[config.mk]
export PLATFORM = sky130hd
export DESIGN_NAME = port_io_expander_flat
export DESIGN_NICKNAME = d
export VERILOG_FILES = /design/src/rtl/port_bus_pkg.sv /design/src/rtl/port_io_expander_if.sv /design/src/rtl/port_pin_sync.sv /design/src/rtl/port_io_expander.sv /design/src/flat_wrapper.sv
export SDC_FILE = /design/constraint.sdc
export NUM_CORES = 1
export LEC_CHECK = 0
export CAP_MARGIN = 20
export CORE_MARGIN = 8
export CORE_UTILIZATION = 55
export DETAILED_ROUTE_END_ITERATION = 8
export PLACE_DENSITY = 0.92
export SLEW_MARGIN = 20
export SYNTH_ARGS = -nofsm -noshare
export SYNTH_HDL_FRONTEND = slang
export SYNTH_HIERARCHICAL = 1
export SYNTH_SLANG_ARGS = --single-unit
[constraint.sdc]
create_clock -name clk -period 3.5 [get_ports clk]
set_clock_uncertainty 0.05 [all_clocks]
set_input_delay 0.7 -clock clk [delete_from_list [all_inputs] [get_ports clk]]
set_output_delay 0.7 -clock clk [all_outputs]
set_load 0.01 [all_outputs]
[src/rtl/port_bus_pkg.sv]
// ---------------------------------------------------------------------------
// port_bus_pkg
// Shared definitions for the port serial bus. Both the bus master and the
// remote expander use these.
//   - Slot layout: every port takes SLOTS_PER_PORT slots per frame. The offsets
//     of the DIR, READ and WRITE slots are measured from 3*p.
//   - slot_last(): index of the final slot of a frame. Slot 0 is the sync slot.
//   - bus_state_e: the frame FSM encoding.
// ---------------------------------------------------------------------------
package port_bus_pkg;

  localparam int SLOTS_PER_PORT = 3;
  localparam int SLOT_DIR       = 1;
  localparam int SLOT_READ      = 2;
  localparam int SLOT_WRITE     = 3;

  typedef enum logic {
    IDLE  = 1'b0,
    FRAME = 1'b1
  } bus_state_e;

  // A frame is slot 0 (sync), then 3 slots per port, then one trailing LAST slot.
  function automatic int slot_last(input int nports);
    return SLOTS_PER_PORT * nports + 1;
  endfunction

endpackage

[src/rtl/port_io_expander_if.sv]
// ---------------------------------------------------------------------------
// port_io_expander_if
// Bus-side signals of the port serial bus.
//   port_rst : frame sync. It is high for one cycle, and that cycle is slot 0.
//   data_in  : bus data sampled from the pad.
//   data_out : data the expander drives in its READ slots.
//   data_oe  : pad output enable for data_out.
// Modports:
//   master : the bus master. It drives port_rst and data_in.
//   slave  : the expander. It drives data_out and data_oe.
// ---------------------------------------------------------------------------
interface port_io_expander_if;
  logic       port_rst;
  logic [7:0] data_in;
  logic [7:0] data_out;
  logic       data_oe;

  modport master (
    output port_rst,
    output data_in,
    input  data_out,
    input  data_oe
  );

  modport slave (
    input  port_rst,
    input  data_in,
    output data_out,
    output data_oe
  );
endinterface

[src/rtl/port_pin_sync.sv]
// ---------------------------------------------------------------------------
// port_pin_sync
// A WIDTH-bit two-flop synchroniser for asynchronous physical pin inputs.
//   clk     : destination clock
//   rst     : synchronous, active-high reset. It clears both stages.
//   i_async : asynchronous input bits
//   o_sync  : synchronised bits. They lag i_async by 2 cycles.
// ---------------------------------------------------------------------------
module port_pin_sync #(
  parameter int WIDTH = 8
) (
  input  logic             clk,
  input  logic             rst,
  input  logic [WIDTH-1:0] i_async,
  output logic [WIDTH-1:0] o_sync
);

  logic [WIDTH-1:0] r_meta;
  logic [WIDTH-1:0] r_sync;

  always_ff @(posedge clk) begin
    if (rst) begin
      r_meta <= '0;
      r_sync <= '0;
    end else begin
      r_meta <= i_async;
      r_sync <= r_meta;
    end
  end

  assign o_sync = r_sync;

endmodule

[src/rtl/port_io_expander.sv]
// ---------------------------------------------------------------------------
// port_io_expander
// Remote-side slave of the port serial bus. It follows the master's slot
// sequence, and each frame begins with port_rst.
// For each port it does three things:
//   - latches a direction byte in the DIR slot,
//   - commits the direction byte and the output byte together in the WRITE slot,
//   - returns the synchronised pin inputs on the bus in the READ slot.
// The pad tristate (data = data_oe ? data_out : 'z) is kept outside this block.
// Ports:
//   clk, rst     : bus clock; synchronous, active-high reset
//   bus          : slave modport (port_rst, data_in in; data_out, data_oe out)
//   i_pin_in     : asynchronous pin inputs, port p = [8p+7:8p]
//   o_pin_out    : pin output values
//   o_pin_oe     : pin output enables (1 = drive)
//   o_frame_done : one-cycle pulse during the LAST slot
//   o_frame_err  : one-cycle pulse in the cycle after a premature sync
//   o_link_lost  : level; the watchdog has expired without a sync
// ---------------------------------------------------------------------------
module port_io_expander
  import port_bus_pkg::*;
#(
  parameter int NPORTS  = 3,
  parameter int TIMEOUT = 255
) (
  input  logic                  clk,
  input  logic                  rst,
  port_io_expander_if.slave     bus,
  input  logic [8*NPORTS-1:0]   i_pin_in,
  output logic [8*NPORTS-1:0]   o_pin_out,
  output logic [8*NPORTS-1:0]   o_pin_oe,
  output logic                  o_frame_done,
  output logic                  o_frame_err,
  output logic                  o_link_lost
);

  localparam int                SLOT_W    = $clog2(SLOTS_PER_PORT * NPORTS + 2);
  localparam logic [SLOT_W-1:0] LAST_S    = SLOT_W'(slot_last(NPORTS));
  localparam int                WDOG_W    = $clog2(TIMEOUT + 1);
  localparam logic [WDOG_W-1:0] TIMEOUT_W = WDOG_W'(TIMEOUT);

  // r_slot is the slot number of the current cycle, except in a cycle where
  // port_rst is high. Such a cycle is slot 0, whatever r_slot says.
  bus_state_e        r_state;
  bus_state_e        w_state_next;
  logic [SLOT_W-1:0] r_slot;
  logic [SLOT_W-1:0] w_slot_next;
  logic [SLOT_W-1:0] w_slot_inc;

  logic              w_active;
  logic              w_premature;
  logic              w_done_next;
  logic              w_expire;
  logic [NPORTS-1:0] w_read_next;
  logic              w_read_any;
  logic [7:0]        w_read_data;
  logic [8*NPORTS-1:0] w_pin_sync;

  logic [WDOG_W-1:0] r_wdog;
  logic              r_link_lost;
  logic              r_frame_done;
  logic              r_frame_err;
  logic              r_data_oe;
  logic [7:0]        r_data_out;

  assign w_slot_inc = r_slot + 1'b1;

  port_pin_sync #(.WIDTH(8 * NPORTS)) u_pin_sync (
    .clk     (clk),
    .rst     (rst),
    .i_async (i_pin_in),
    .o_sync  (w_pin_sync)
  );

  // ---------------- FSM: state register ----------------
  always_ff @(posedge clk) begin
    if (rst) begin
      r_state <= IDLE;
      r_slot  <= '0;
    end else begin
      r_state <= w_state_next;
      r_slot  <= w_slot_next;
    end
  end

  // ---------------- FSM: next state ----------------
  // A sync always starts a new frame. The cycle after the sync is slot 1.
  always_comb begin
    w_state_next = r_state;
    w_slot_next  = r_slot;
    if (bus.port_rst) begin
      w_state_next = FRAME;
      w_slot_next  = SLOT_W'(1);
    end else if (r_state == FRAME) begin
      if (r_slot == LAST_S) begin
        w_state_next = IDLE;
        w_slot_next  = '0;
      end else begin
        w_slot_next = w_slot_inc;
      end
    end
  end

  // ---------------- FSM: outputs / slot decode ----------------
  // w_active blocks every slot action in a sync cycle. Because of this, a
  // premature sync cancels the DIR, WRITE or READ action of its cycle, as
  // well as the data_oe load for the next slot.
  always_comb begin
    w_active    = (r_state == FRAME) && !bus.port_rst;
    w_premature = bus.port_rst && (r_state == FRAME) && (r_slot != LAST_S);
    w_done_next = w_active && (w_slot_inc == LAST_S);
    w_expire    = !bus.port_rst && (r_wdog == TIMEOUT_W - 1'b1);
  end

  // ---------------- per-port shadow / commit registers ----------------
  for (genvar gi = 0; gi < NPORTS; gi++) begin : g_port
    localparam logic [SLOT_W-1:0] DIR_S   = SLOT_W'(SLOTS_PER_PORT * gi + SLOT_DIR);
    localparam logic [SLOT_W-1:0] READ_S  = SLOT_W'(SLOTS_PER_PORT * gi + SLOT_READ);
    localparam logic [SLOT_W-1:0] WRITE_S = SLOT_W'(SLOTS_PER_PORT * gi + SLOT_WRITE);

    logic [7:0] r_dir_shadow;
    logic [7:0] r_dir;
    logic [7:0] r_out;
    logic       w_dir_hit;
    logic       w_write_hit;

    assign w_dir_hit       = w_active && (r_slot == DIR_S);
    assign w_write_hit     = w_active && (r_slot == WRITE_S);
    assign w_read_next[gi] = w_active && (w_slot_inc == READ_S);

    // The direction and output bytes commit on the same edge. Because of
    // this, a port that changes both never shows a mixed old/new state.
    always_ff @(posedge clk) begin
      if (rst) begin
        r_dir_shadow <= '0;
        r_dir        <= '0;
        r_out        <= '0;
      end else begin
        if (w_premature) begin
          r_dir_shadow <= '0;
        end else if (w_dir_hit) begin
          r_dir_shadow <= bus.data_in;
        end

        if (w_write_hit) begin
          r_out <= bus.data_in;
        end

        // On link loss, every pin falls back to an input. The output values are kept.
        if (w_expire) begin
          r_dir <= '0;
        end else if (w_write_hit) begin
          r_dir <= r_dir_shadow;
        end
      end
    end

    assign o_pin_out[8*gi +: 8] = r_out;
    assign o_pin_oe[8*gi +: 8]  = r_dir;
  end

  // ---------------- bus read path ----------------
  // data_oe and data_out are loaded on the edge that enters a READ slot.
  // Because of this, they are valid for exactly that slot.
  always_comb begin
    w_read_any  = 1'b0;
    w_read_data = r_data_out;
    for (int p = 0; p < NPORTS; p++) begin
      if (w_read_next[p]) begin
        w_read_any  = 1'b1;
        w_read_data = w_pin_sync[8*p +: 8];
      end
    end
  end

  always_ff @(posedge clk) begin
    if (rst) begin
      r_data_oe    <= 1'b0;
      r_data_out   <= '0;
      r_frame_done <= 1'b0;
      r_frame_err  <= 1'b0;
    end else begin
      r_data_oe    <= w_read_any;
      r_data_out   <= w_read_data;
      r_frame_done <= w_done_next;
      r_frame_err  <= w_premature;
    end
  end

  // ---------------- watchdog ----------------
  // The watchdog counts cycles since the last sync and saturates at TIMEOUT.
  always_ff @(posedge clk) begin
    if (rst) begin
      r_wdog      <= '0;
      r_link_lost <= 1'b0;
    end else if (bus.port_rst) begin
      r_wdog      <= '0;
      r_link_lost <= 1'b0;
    end else begin
      if (r_wdog != TIMEOUT_W) begin
        r_wdog <= r_wdog + 1'b1;
      end
      if (w_expire) begin
        r_link_lost <= 1'b1;
      end
    end
  end

  assign bus.data_out  = r_data_out;
  assign bus.data_oe   = r_data_oe;
  assign o_frame_done  = r_frame_done;
  assign o_frame_err   = r_frame_err;
  assign o_link_lost   = r_link_lost;

endmodule

[src/flat_wrapper.sv]
// flat-port wrapper written by rule: the top's interface ports become plain ports
module port_io_expander_flat import port_bus_pkg::*;
#(
  parameter int NPORTS  = 3,
  parameter int TIMEOUT = 255
)
  (clk, rst, i_pin_in, o_pin_out, o_pin_oe, o_frame_done, o_frame_err, o_link_lost, bus_port_rst, bus_data_in, bus_data_out, bus_data_oe);
  port_io_expander_if bus_i ();
  input  logic clk;
  input  logic rst;
  input  logic [8*NPORTS-1:0] i_pin_in;
  output logic [8*NPORTS-1:0] o_pin_out;
  output logic [8*NPORTS-1:0] o_pin_oe;
  output logic o_frame_done;
  output logic o_frame_err;
  output logic o_link_lost;
  input wire logic [$bits(bus_i.port_rst)-1:0] bus_port_rst;
  input wire logic [$bits(bus_i.data_in)-1:0] bus_data_in;
  output wire logic [$bits(bus_i.data_out)-1:0] bus_data_out;
  output wire logic [$bits(bus_i.data_oe)-1:0] bus_data_oe;
  assign bus_i.port_rst = bus_port_rst;
  assign bus_i.data_in = bus_data_in;
  assign bus_data_out = bus_i.data_out;
  assign bus_data_oe = bus_i.data_oe;
  port_io_expander #(.NPORTS(NPORTS), .TIMEOUT(TIMEOUT)) u_core (.clk(clk), .rst(rst), .bus(bus_i), .i_pin_in(i_pin_in), .o_pin_out(o_pin_out), .o_pin_oe(o_pin_oe), .o_frame_done(o_frame_done), .o_frame_err(o_frame_err), .o_link_lost(o_link_lost));
endmodule
* Word level (Yosys, flattened, before mapping)
Index checks and enable logic that the tools add are counted.
** Word-level totals
- Flip-flop bits (word level) :: 145
- Bits in latches :: 0
- Memory bits (writable) :: 0
- ROM bits :: 0
- Output and inout bits :: 60
- Word-level logic and storage cells :: 68
- Memories :: 0
** Operators by class
- Add/subtract/negate cells :: 2
- $mul :: 0
- Div/mod/pow operators :: 0
- Order comparisons :: 0
- Equal/unequal tests :: 14
- Shifts and indexed selects :: 0
- Multiplexer cells :: 12
- Bitwise gates (word level) :: 0
- Reductions and logical operators :: 20
** Operators with widths (number)
- $mux W8 :: 3
- $eq A4 B3 Y1 const B :: 4
- $eq A4 B4 Y1 const B :: 4
- $logic_and A1 B1 Y1 :: 14
- $add A8 B1 Y8 const B :: 1
- $eq A4 B2 Y1 const B :: 2
- $eq A8 B8 Y1 const B :: 1
- $mux W1 :: 8
- $ne A8 B8 Y1 const B :: 1
- $reduce_or A2 Y1 :: 3
- $add A4 B1 Y4 const B :: 1
- $eq A4 B1 Y1 const B :: 1
- $mux W4 :: 1
- $ne A4 B4 Y1 const B :: 1
- $reduce_bool A3 Y1 :: 1
- $reduce_bool A2 Y1 :: 1
- $logic_not A1 Y1 :: 1

* Longest topological paths before layout
Gate-level depths: netlist of the first run.
- Depth after elaboration :: 6
- Depth in mapped cells :: 7
- Depth with buffers taken out :: 5

* Modules after synthesis
The synthesis of the first run kept the hierarchy.
** Modules (own cells, without submodules)
- port_io_expander :: times used 1, cells an instance 415, area an instance 3781.1 sq um, sequential area each 1941.9 sq um
- port_pin_sync :: times used 1, cells an instance 101, area an instance 1305.0 sq um, sequential area each 960.9 sq um

* Worst setup path after synthesis of the first run
No wires, ideal clock.
- Kind :: input port to flip-flop
- Start point :: in bus_port_rst
- End point :: reg u_core.r_data_out[0], in the netlist u_core/bus.data_out[0]
- Arrival :: 2.148 ns
- Slack :: 1.218 ns
- Stages on the path :: 5
- Buffers on the path :: 1
- Path through :: buf_6 -> or2_1 -> or4_1 -> a211o_1 -> o221ai_1
** Between the ends
- Word-level cells in the longest chain between the ends :: 5
- Elaborated cells between the ends (all ways) :: 8
- Those cells by class :: 2 x mux; 6 x reduce/logical
** RTL lines
- start, declared :: RTL line flat_wrapper.sv:17 : input wire logic [$bits(bus_i.port_rst)-1:0] bus_port_rst;
- $logic_not A1 Y1 (*) :: RTL line port_io_expander.sv:109 : w_active = (r_state == FRAME) && !bus.port_rst;
- $logic_and A1 B1 Y1 (*) :: RTL line port_io_expander.sv:109
- $logic_and A1 B1 Y1 :: RTL line port_io_expander.sv:129 : assign w_read_next[gi] = w_active && (w_slot_inc == READ_S);
- $mux W8 (2 in a row) :: RTL line port_io_expander.sv:169 : if (w_read_next[p]) begin
- end signal, assigned :: RTL line port_io_expander.sv:184 : r_data_out <= w_read_data;
- end, declared :: RTL line port_io_expander.sv:64 : logic [7:0] r_data_out;
Mark *: on every way between the ends. The rest lies on a longest branch, timed or not.
A chain may end at the register's enable or synchronous reset.

* Worst setup path after layout of the first run
- Start point :: in bus_port_rst
- End point :: reg u_core.r_data_out[5], in the netlist u_core/bus.data_out[5]
Same word-level chain as after synthesis.

==> results.ini, run 1 <==
[timing]
period_minus_slack_ps=2510
fin_hold_ws_ps=385
hold_violations=0
worst_slew_pin_slew_ps=774
slew_violations=0
slew_headroom_pct=48.4
rsz0062_at_grt=no
finalCritPeriodShare_pct=71.8
fmax_mhz=398
setup_violations=0
fin_tns_setup_ps=0

[layout]
final_nets=641
fin_cells=728
drive_above_1_share_pct=7.46
num_antenna_cells=0
area_growth_pct=30.6
final_cell_mix=dfxtp_1 (145), clkdlybuf4s50_1 (93), nand2_1 (71)
mostFrequentLayoutCell=dfxtp_1

[clock_network]
htreeDepth=4
clk_pin_slew_ps=60
cts_tree=built
post_cts_buffers=0
cts_buffers=17
ctsLongestPathBuffers=2
ctsHoldBuffers=0
clkSinkCount=145
root_buffer=clkbuf_8
cts_resized=0
clk_latency_ps=530

[worst_setup_path]
cp_max_fo=10
start_kind=primary input
cpPeakStageDelay_ps=600
path_cells=clkdlybuf4s50_1, or2_1, or4_1, a211o_1, o221ai_1
crit_type=in -> reg
slowest_stage=or4_1
end_kind=flop
worst_ep_arrival_time_ps=2900
critical_path_required_ps=3890

[logic_synthesis]
synth-seq-cells=145
synth_top_cell_by_area=dfxtp_1
yosys.area.top_type_share_pct=57.1
synthFlopType=dfxtp_1
synth_seq_area_share_pct=57.1
async_flop_share_pct=0
yosys_warnings=6
synth-edff-count=0
synth_area_per_cell_sq_um=9.86
synth_cells=516
synth.distinct_cells=40
synthTopCellsByArea=dfxtp_1 (57%), mux2i_1 (9.4%), nor2b_1 (6.3%)
syn_nets=553
netlist_area_sq_um=5090

[global_route]
grt_pass1_wl_mm=19.2
grt_max_degree=43
grt_use_met1_pct=21.4
grtUsageTotal_pct=19.2
antenna_found_initial=0
grt_pass1_vias=3910
grt_overflow=0
use_met3_pct=6.49
grt_busiest_layer=met2
use_met2_pct=32.8

[job]
drv_cap=0

[power]
p_comb_share_pct=3.7
p_per_area_nw_per_um2=542
clkPwrFrac_pct=49.2
vdd_ir_drop_max_mv=0.399
switchingPower_w=0.000814
pwr-share-seq_pct=47.1
p_leak_nw=2.62
swShare_pct=22.6
intPower_w=0.00279

[detailed_routing]
avgViaCountPerCell=5.27
drtPass1Iterations=4
ant_nets=0
drtIter0Drc=280
dr_total_vias=3837
routedWlPerCell_microns=16.0
drc_errors=0
wl_mm=11.6

[floorplanning]
core_sq_um=9110
start_util_pct=55.8
die-height_microns=112
ios=95
core.rowCount=35
die_w_microns=112
fp.dieArea_sq_um=12600

[hold_path]
hp-class=reg -> reg

[outcome]
status=finished, final reports clean

[placed_design]
dp_hpwl_mm=7.71
dpl.cell_count=696
io_buffers=94
routabilityCongestion=0.803

[Yosys cell counts (all sizes together), types with 6 or more instances]
library cell,instances
a21oi,37
nand3b,9
nand2b,10
o221ai,8
clkbuf,15
nor2,54
buf,18
nand2,71
nand3,6
dfxtp,145
mux2i,48
nor2b,51
[cell type report]
type,instances,area (sq um)
clock buffers,17,414
well taps,111,139
fillers,625,2470
clock inverters,15,171
multi-input cells,335,2010
repair buffers,102,996
flip-flops and latches,145,2900
inverters,3,11.3
[cell families (layout without fill, tap and decap cells)]
kind of cell	after synthesis	in the layout	synth area share [%]
flops	145	145	57.1
xor+xnor	5	5	0.861
simple gates	222	222	21.6
mux	48	48	9.45
buf+inv	36	137	3.79
fa+ha+maj	2	2	0.492
compound gates	58	58	6.79
[per-stage QoR]
step | instance area [sq um] | power [W] | setup WS [ps] | util [%]
after global routing | 6640 | 0.00371 | 907 | 72.9
after CTS | 6640 | 0.00362 | 1000 | 72.9
after global placement | 6050 | 0.00186 | 613 | 66.5
after detailed placement | 6050 | 0.00186 | 506 | 66.5
after floorplan | 5090 | 0.00180 | 1220 | -
final | 6640 | 0.00360 | 987 | 72.9
[path summary, 6_finish.rpt]
kind         depth (start not counted)  slack, ps                    startpoint                           end
max reg2reg                          4       1270              u_core/r_slot[2]        u_core/bus.data_out[5]
max                                  5        990                  bus_port_rst        u_core/bus.data_out[5]
min                                  1        380  u_core/u_pin_sync/r_meta[12]  u_core/u_pin_sync/o_sync[12]
min reg2reg                          1        380  u_core/u_pin_sync/r_meta[12]  u_core/u_pin_sync/o_sync[12]
[critical path, delay by kind of cell]
family | cells | cell delay, ps
and+or+nand+nor | 2 | 930
buffers and inverters | 1 | 590
AOI/OAI and AO/OA | 2 | 680
[routing by layer]
metal  part of all wire (%)  vias to the layer above
met4                    1.4                        0
met5                      0                        -
met1                     41                     1787
met3                    8.1                       14
met2                     49                      154
li1                       -                     1882
[flip-flops by register name, indices dropped and copies added (netlist names)]
| register | cells |
|---|---|
| u_core/g_port.r_dir_shadow | 24 |
| u_core/u_pin_sync/o_sync | 24 |
| u_core/g_port.r_dir | 24 |
| u_core/u_pin_sync/r_meta | 24 |
| u_core/o_frame_done | 1 |
| u_core/r_slot | 4 |
| u_core/bus.data_out | 8 |
| u_core/r_wdog | 8 |
| u_core/o_link_lost | 1 |
| u_core/bus.data_oe | 1 |
| u_core/r_state | 1 |
| u_core/o_frame_err | 1 |
| u_core/g_port.r_out | 24 |
[power by group through the flow]
stage	Combinational [W]	Clock (W)	Sequential [W]
after CTS	0.000132	0.00179	0.00170
final	0.000132	0.00177	0.00170
after global routing	0.000143	0.00187	0.00170
after detailed placement	0.000130	0	0.00173
after floorplan	0.0000736	0	0.00173
after global placement	0.000127	0	0.00173
(Power assumes the default switching activity.)
==> inputs of run 2 (changes only) <==
CORE_UTILIZATION = 46   (was 55)
PLACE_DENSITY = 0.83   (was 0.92)
clock period = 2.23 ns   (was 3.5 ns; I/O delays follow)
==> run 2 against run 1 <==
Net effect: design area rose by 0.90%; largest power group is now sequential cells; power up 51%; die area increased by 17%; first-iteration DRC count decreased by 12%; sequential power increased by 56%; combinational power grew 64%; critical endpoint is now u_core/bus.data_out[4]; register-to-register slack got worse by 1100 ps; sequential cell count stayed put.
==> results.ini, run 2 (synthesis results as in run 1) <==
[worst_setup_path]
startpoint=u_core/r_slot[2]
rr_worst_depth=5  ; +1
reg2reg_slack_ps=180  ; -1090 ps
cpPeakStageDelay_ps=590  ; about the same
slowest_stage=or4b_1
crit_type=reg -> reg
path_cells=nand2b_1, or4b_1, buf_4, nand2_1, o221ai_1
worst_ep_arrival_time_ps=2390  ; -510 ps
critical_path_required_ps=2570  ; -1320 ps
cp_max_fo=10  ; unchanged
reg2reg_from=u_core/r_slot[2]
timing.rr.end=u_core/bus.data_out[4]
start_kind=flop
end_kind=flop
critPathCapture=u_core/bus.data_out[4]

[timing]
slew_violations=0  ; unchanged
slew_headroom_pct=67.5  ; +19 points
rsz0062_at_grt=no
worst_slew_pin_slew_ps=487  ; -287 ps
finalCritPeriodShare_pct=91.8
fmax_mhz=488
worst_slack_ps=182  ; -805 ps
period_minus_slack_ps=2050
hold_violations=0  ; unchanged
setup_violations=0  ; unchanged
fin_hold_ws_ps=272  ; -113 ps

[placed_design]
dpl.cell_count=733  ; +5.3%
dp_hpwl_mm=8.28  ; +7.4%
routabilityCongestion=0.768  ; -4.4%
io_buffers=94  ; unchanged
dp_slack_ps=-234  ; -740 ps

[clock_network]
clk_latency_ps=520  ; about the same
root_buffer=clkbuf_8
clkSinkCount=145  ; unchanged
cts_resized=0  ; unchanged
ctsHoldBuffers=0  ; unchanged
htreeDepth=4  ; unchanged
post_cts_buffers=0  ; unchanged
cts_tree=built
ctsLongestPathBuffers=2  ; unchanged
cts_buffers=17  ; unchanged
clk_pin_slew_ps=60  ; about the same

[power]
vdd_ir_drop_max_mv=0.597  ; +50%
p_per_area_nw_per_um2=814  ; +50%
switchingPower_w=0.00129  ; +58%
clkPwrFrac_pct=47.3  ; -1.9 points
p_comb_share_pct=4.0  ; +0.3 points
swShare_pct=23.6  ; +0.96 points
total_power_w=0.00546  ; +51%
intPower_w=0.00417  ; +50%
pwr-share-seq_pct=48.8  ; +1.7 points
p_leak_nw=2.64  ; +0.78%

[detailed_routing]
drc_errors=0  ; unchanged
routedWlPerCell_microns=15.3  ; -4.0%
drtPass1Iterations=4  ; unchanged
avgViaCountPerCell=4.99  ; -5.4%
dr_total_vias=3815  ; -0.57%
drtIter0Drc=246  ; -12%
ant_nets=0  ; unchanged
wl_mm=11.7  ; +0.85%

[job]
drv_cap=0  ; unchanged

[hold_path]
hp-class=in -> reg

[global_route]
grt_max_degree=47  ; +9.3%
antenna_found_initial=0  ; unchanged
grt_overflow=0  ; unchanged
grt_pass1_vias=3887  ; -0.59%
grt_pass1_wl_mm=19.1  ; -0.90%
grtUsageTotal_pct=16.3  ; -2.9 points

[layout]
nFillCells=902  ; +44%
final_cell_mix=dfxtp_1 (145), clkdlybuf4s50_1 (93), nand2_1 (71)
final_nets=649  ; +1.2%
drive_above_1_share_pct=8.64  ; +1.2 points
final_util_pct=62.1  ; -11 points
num_antenna_cells=0  ; unchanged
area_growth_pct=31.7
mostFrequentLayoutCell=dfxtp_1
fin_cells=765  ; +5.1%

[floorplanning]
fp.dieArea_sq_um=14700  ; +17%
core_sq_um=10800  ; +18%
core.rowCount=38  ; +8.6%
start_util_pct=47.1  ; -8.7 points
die_w_microns=121  ; +8.0%
ios=95  ; unchanged
die-height_microns=121  ; +8.0%

[outcome]
status=finished, final reports clean

==> run 2: changes by cell type in the layout (fill, tap and decap cells not counted) <==
cell | before | now
bufinv_16 | 2 | 0
clkinv_4 | 0 | 1
inv_6 | 6 | 7
buf_4 | 8 | 16
inv_8 | 3 | 4
clkinv_2 | 2 | 1
==> run 2: worst max-delay path, delay by kind of cell, from the launching register on <==
kind,cells,cell delay (ps)
AO/OA/AOI/OAI,1,150
buffers and inverters,1,230
flip-flops,1,530
AND/OR/NAND/NOR,3,970
==> run 2: how the worst min path moves through the flow <==
stage,end,startpoint,cells after the start,slack [ps]
floorplan,u_core/u_pin_sync/o_sync[0],u_core/u_pin_sync/r_meta[0],1,360
global placement,u_core/u_pin_sync/o_sync[20],u_core/u_pin_sync/r_meta[20],1,370
detailed placement,u_core/u_pin_sync/o_sync[5],u_core/u_pin_sync/r_meta[5],1,370
CTS,u_core/g_port[0].r_out[1],rst,2,240
global route,u_core/r_state,rst,2,270
finish,u_core/r_state,rst,2,270
==> run 2: stage by stage <==
step / cell area (sq um) / setup TNS (ps)
5_1_grt: 6700 / 0
3_5_place_dp: 6150 / -4780
4_1_cts: 6700 / 0
3_3_place_gp: 6150 / -3310
6_report: 6700 / 0
2_1_floorplan: 5090 / 0
==> run 2: power groups by stage <==
stage               registers [W]  logic (W)  clock network, W
floorplan                 0.00271   0.000116                 0
global placement          0.00272   0.000209                 0
detailed placement        0.00272   0.000216                 0
CTS                       0.00266   0.000218           0.00264
global route              0.00267   0.000234           0.00276
finish                    0.00266   0.000216           0.00258
==> run 2: layout make-up <==
type	instances	area (sq um)	area share [%]
Inverter	3	11.3	0.168
Clock inverter	15	135	2.02
Tap cell	140	175	2.61
Timing Repair Buffer	110	1060	15.8
Clock buffer	17	414	6.18
Multi-Input combinational cell	335	2010	29.9
Sequential cell	145	2900	43.3
==> run 2: metal layers <==
layer | global-route usage [%] | routed length [microns] | part of all wire [%]
met1 | 17.7 | 4580 | 39
met2 | 28.2 | 5980 | 51
met3 | 6.28 | 1020 | 8.7
met4 | 6.25 | 164 | 1.4
met5 | 0 | 0 | 0
==> inputs of run 3 (changes only) <==
CORE_UTILIZATION = 55   (was 46)
PLACE_DENSITY = 0.92   (was 0.83)
clock period = 2.57 ns   (was 2.23 ns; I/O delays follow)
==> run 3 against run 2 <==
Net effect: worst hold slack gained 110 ps; clock power shrank 5%; clock-buffer cell count is 3 higher; sequential power fell by 13%; core utilization is 11 points higher; die area shrank 14%; critical endpoint is now u_core/bus.data_out[1]; design area shrank 0.24%; largest cell class unchanged.
==> results.ini, run 3 (synthesis results as in run 1) <==
[outcome]
status=finished, final reports clean

[worst_setup_path]
cp.buffers_inverters=1  ; unchanged
critPathTopFamily=simple AND/OR/NAND/NOR gates
start_kind=primary input
crit_type=in -> reg
slowest_stage=or4_1
critical_path_required_ps=2940  ; +370 ps
path_cells=clkdlybuf4s50_1, or2_1, or4_1, a211o_1, o221ai_1
end_kind=flop
worst_ep_arrival_time_ps=2490  ; +100 ps
cp_max_fo=8  ; -2
cpPeakStageDelay_ps=580  ; about the same

[timing]
rsz0062_at_grt=no
period_minus_slack_ps=2120
fin_hold_ws_ps=386  ; +114 ps
hold_violations=0  ; unchanged
finalCritPeriodShare_pct=82.4
slew_headroom_pct=57.2  ; -10 points
fmax_mhz=472
setup_violations=0  ; unchanged
worst_slew_pin_slew_ps=642  ; +156 ps
slew_violations=0  ; unchanged

[detailed_routing]
dr_total_vias=3894  ; +2.1%
routedWlPerCell_microns=16.5  ; +7.4%
drtIter0Drc=306  ; +24%
avgViaCountPerCell=5.33  ; +7.0%
ant_nets=0  ; unchanged
drtPass1Iterations=5  ; +1
drc_errors=0  ; unchanged
wl_mm=12.0  ; +2.5%

[clock_network]
clk_latency_ps=510  ; about the same
cts_resized=0  ; unchanged
ctsLongestPathBuffers=2  ; unchanged
cts_buffers=17  ; unchanged
clk_pin_slew_ps=60  ; about the same
htreeDepth=4  ; unchanged
cts_tree=built
ctsHoldBuffers=0  ; unchanged
clkSinkCount=145  ; unchanged
root_buffer=clkbuf_8
post_cts_buffers=0  ; unchanged

[layout]
num_antenna_cells=0  ; unchanged
register_area_sq_um=2900  ; unchanged
final_util_pct=73.4  ; +11 points
finalInstanceArea_sq_um=6680  ; -0.24%
final_cell_mix=dfxtp_1 (145), clkdlybuf4s50_1 (93), nand2_1 (71)
drive_above_1_share_pct=7.75  ; -0.89 points
fin_cells=730  ; -4.6%
final_nets=643  ; -0.92%
multi_input_area_sq_um=2010  ; unchanged
area_growth_pct=31.4
nFillCells=598  ; -34%
mostFrequentLayoutCell=dfxtp_1

[global_route]
grt_max_degree=67  ; +43%
grtUsageTotal_pct=19.3  ; +3.0 points
antenna_found_initial=0  ; unchanged
grt_overflow=0  ; unchanged
grt_pass1_wl_mm=19.6  ; +2.7%
grt_pass1_vias=3963  ; +2.0%

[placed_design]
dpl_cell_area_sq_um=6080  ; -1.1%
io_buffers=94  ; unchanged
dpl.cell_count=698  ; -4.8%
routabilityCongestion=0.843  ; +9.8%
dp_hpwl_mm=7.84  ; -5.3%

[floorplanning]
die-height_microns=112  ; -7.4%
ios=95  ; unchanged
core_sq_um=9110  ; -16%
die_w_microns=112  ; -7.4%
core.rowCount=35  ; -7.9%
fp.dieArea_sq_um=12600  ; -14%
start_util_pct=55.8  ; +8.7 points

[power]
p_per_area_nw_per_um2=739  ; -9.3%
vdd_ir_drop_max_mv=0.484  ; -19%
p_leak_nw=2.64  ; about the same

[job]
drv_cap=0  ; unchanged

[hold_path]
hp-class=reg -> reg

[run 3: cell type report]
type / instances / share of cell area (%)
Tap cell: 111 / 2.08
Clock inverter: 12 / 2.19
Sequential cell: 145 / 43.4
Clock buffer: 20 / 6.81
Timing Repair Buffer: 104 / 15.3
Multi-Input combinational cell: 335 / 30.0
Inverter: 3 / 0.168
[run 3: routing by layer]
metal | part of all wire, % | GRT usage (%)
met3 | 8.9 | 7.35
met5 | 0 | 0
met2 | 50 | 33.5
met1 | 40 | 21.1
met4 | 1.4 | 6.47
[run 3: through the flow]
| stage | total power, W | setup TNS [ps] | setup WS, ps |
|---|---|---|---|
| 2_1_floorplan | 0.00245 | 0 | 474 |
| 3_3_place_gp | 0.00253 | 0 | 97.8 |
| 3_5_place_dp | 0.00254 | -47.1 | -19.5 |
| 4_1_cts | 0.00497 | 0 | 489 |
| 5_1_grt | 0.00510 | 0 | 357 |
| 6_report | 0.00494 | 0 | 452 |
[run 3: report_power, final]
| part | total, W | switching (W) | internal, W | leakage [nW] |
|---|---|---|---|---|
| clock network | 0.00244 | 0.000963 | 0.00148 | 0.292 |
| registers | 0.00231 | 0.0000207 | 0.00229 | 1.18 |
| logic | 0.000183 | 0.0000883 | 0.0000949 | 1.16 |
[run 3: worst paths after layout]
path                                 from                           end  slack (ps)  cells after the start
max                          bus_port_rst        u_core/bus.data_out[1]         450                      5
min reg2reg  u_core/u_pin_sync/r_meta[17]  u_core/u_pin_sync/o_sync[17]         390                      1
max reg2reg              u_core/r_slot[2]        u_core/bus.data_out[1]         460                      5
min          u_core/u_pin_sync/r_meta[17]  u_core/u_pin_sync/o_sync[17]         390                      1
[run 3: worst register-to-register path: stages (launching register included)]
cell	delay (ps)
dfxtp_1	530
nand2b_1	140
or4b_1	560
buf_4	270
nand2_1	260
o221ai_1	160
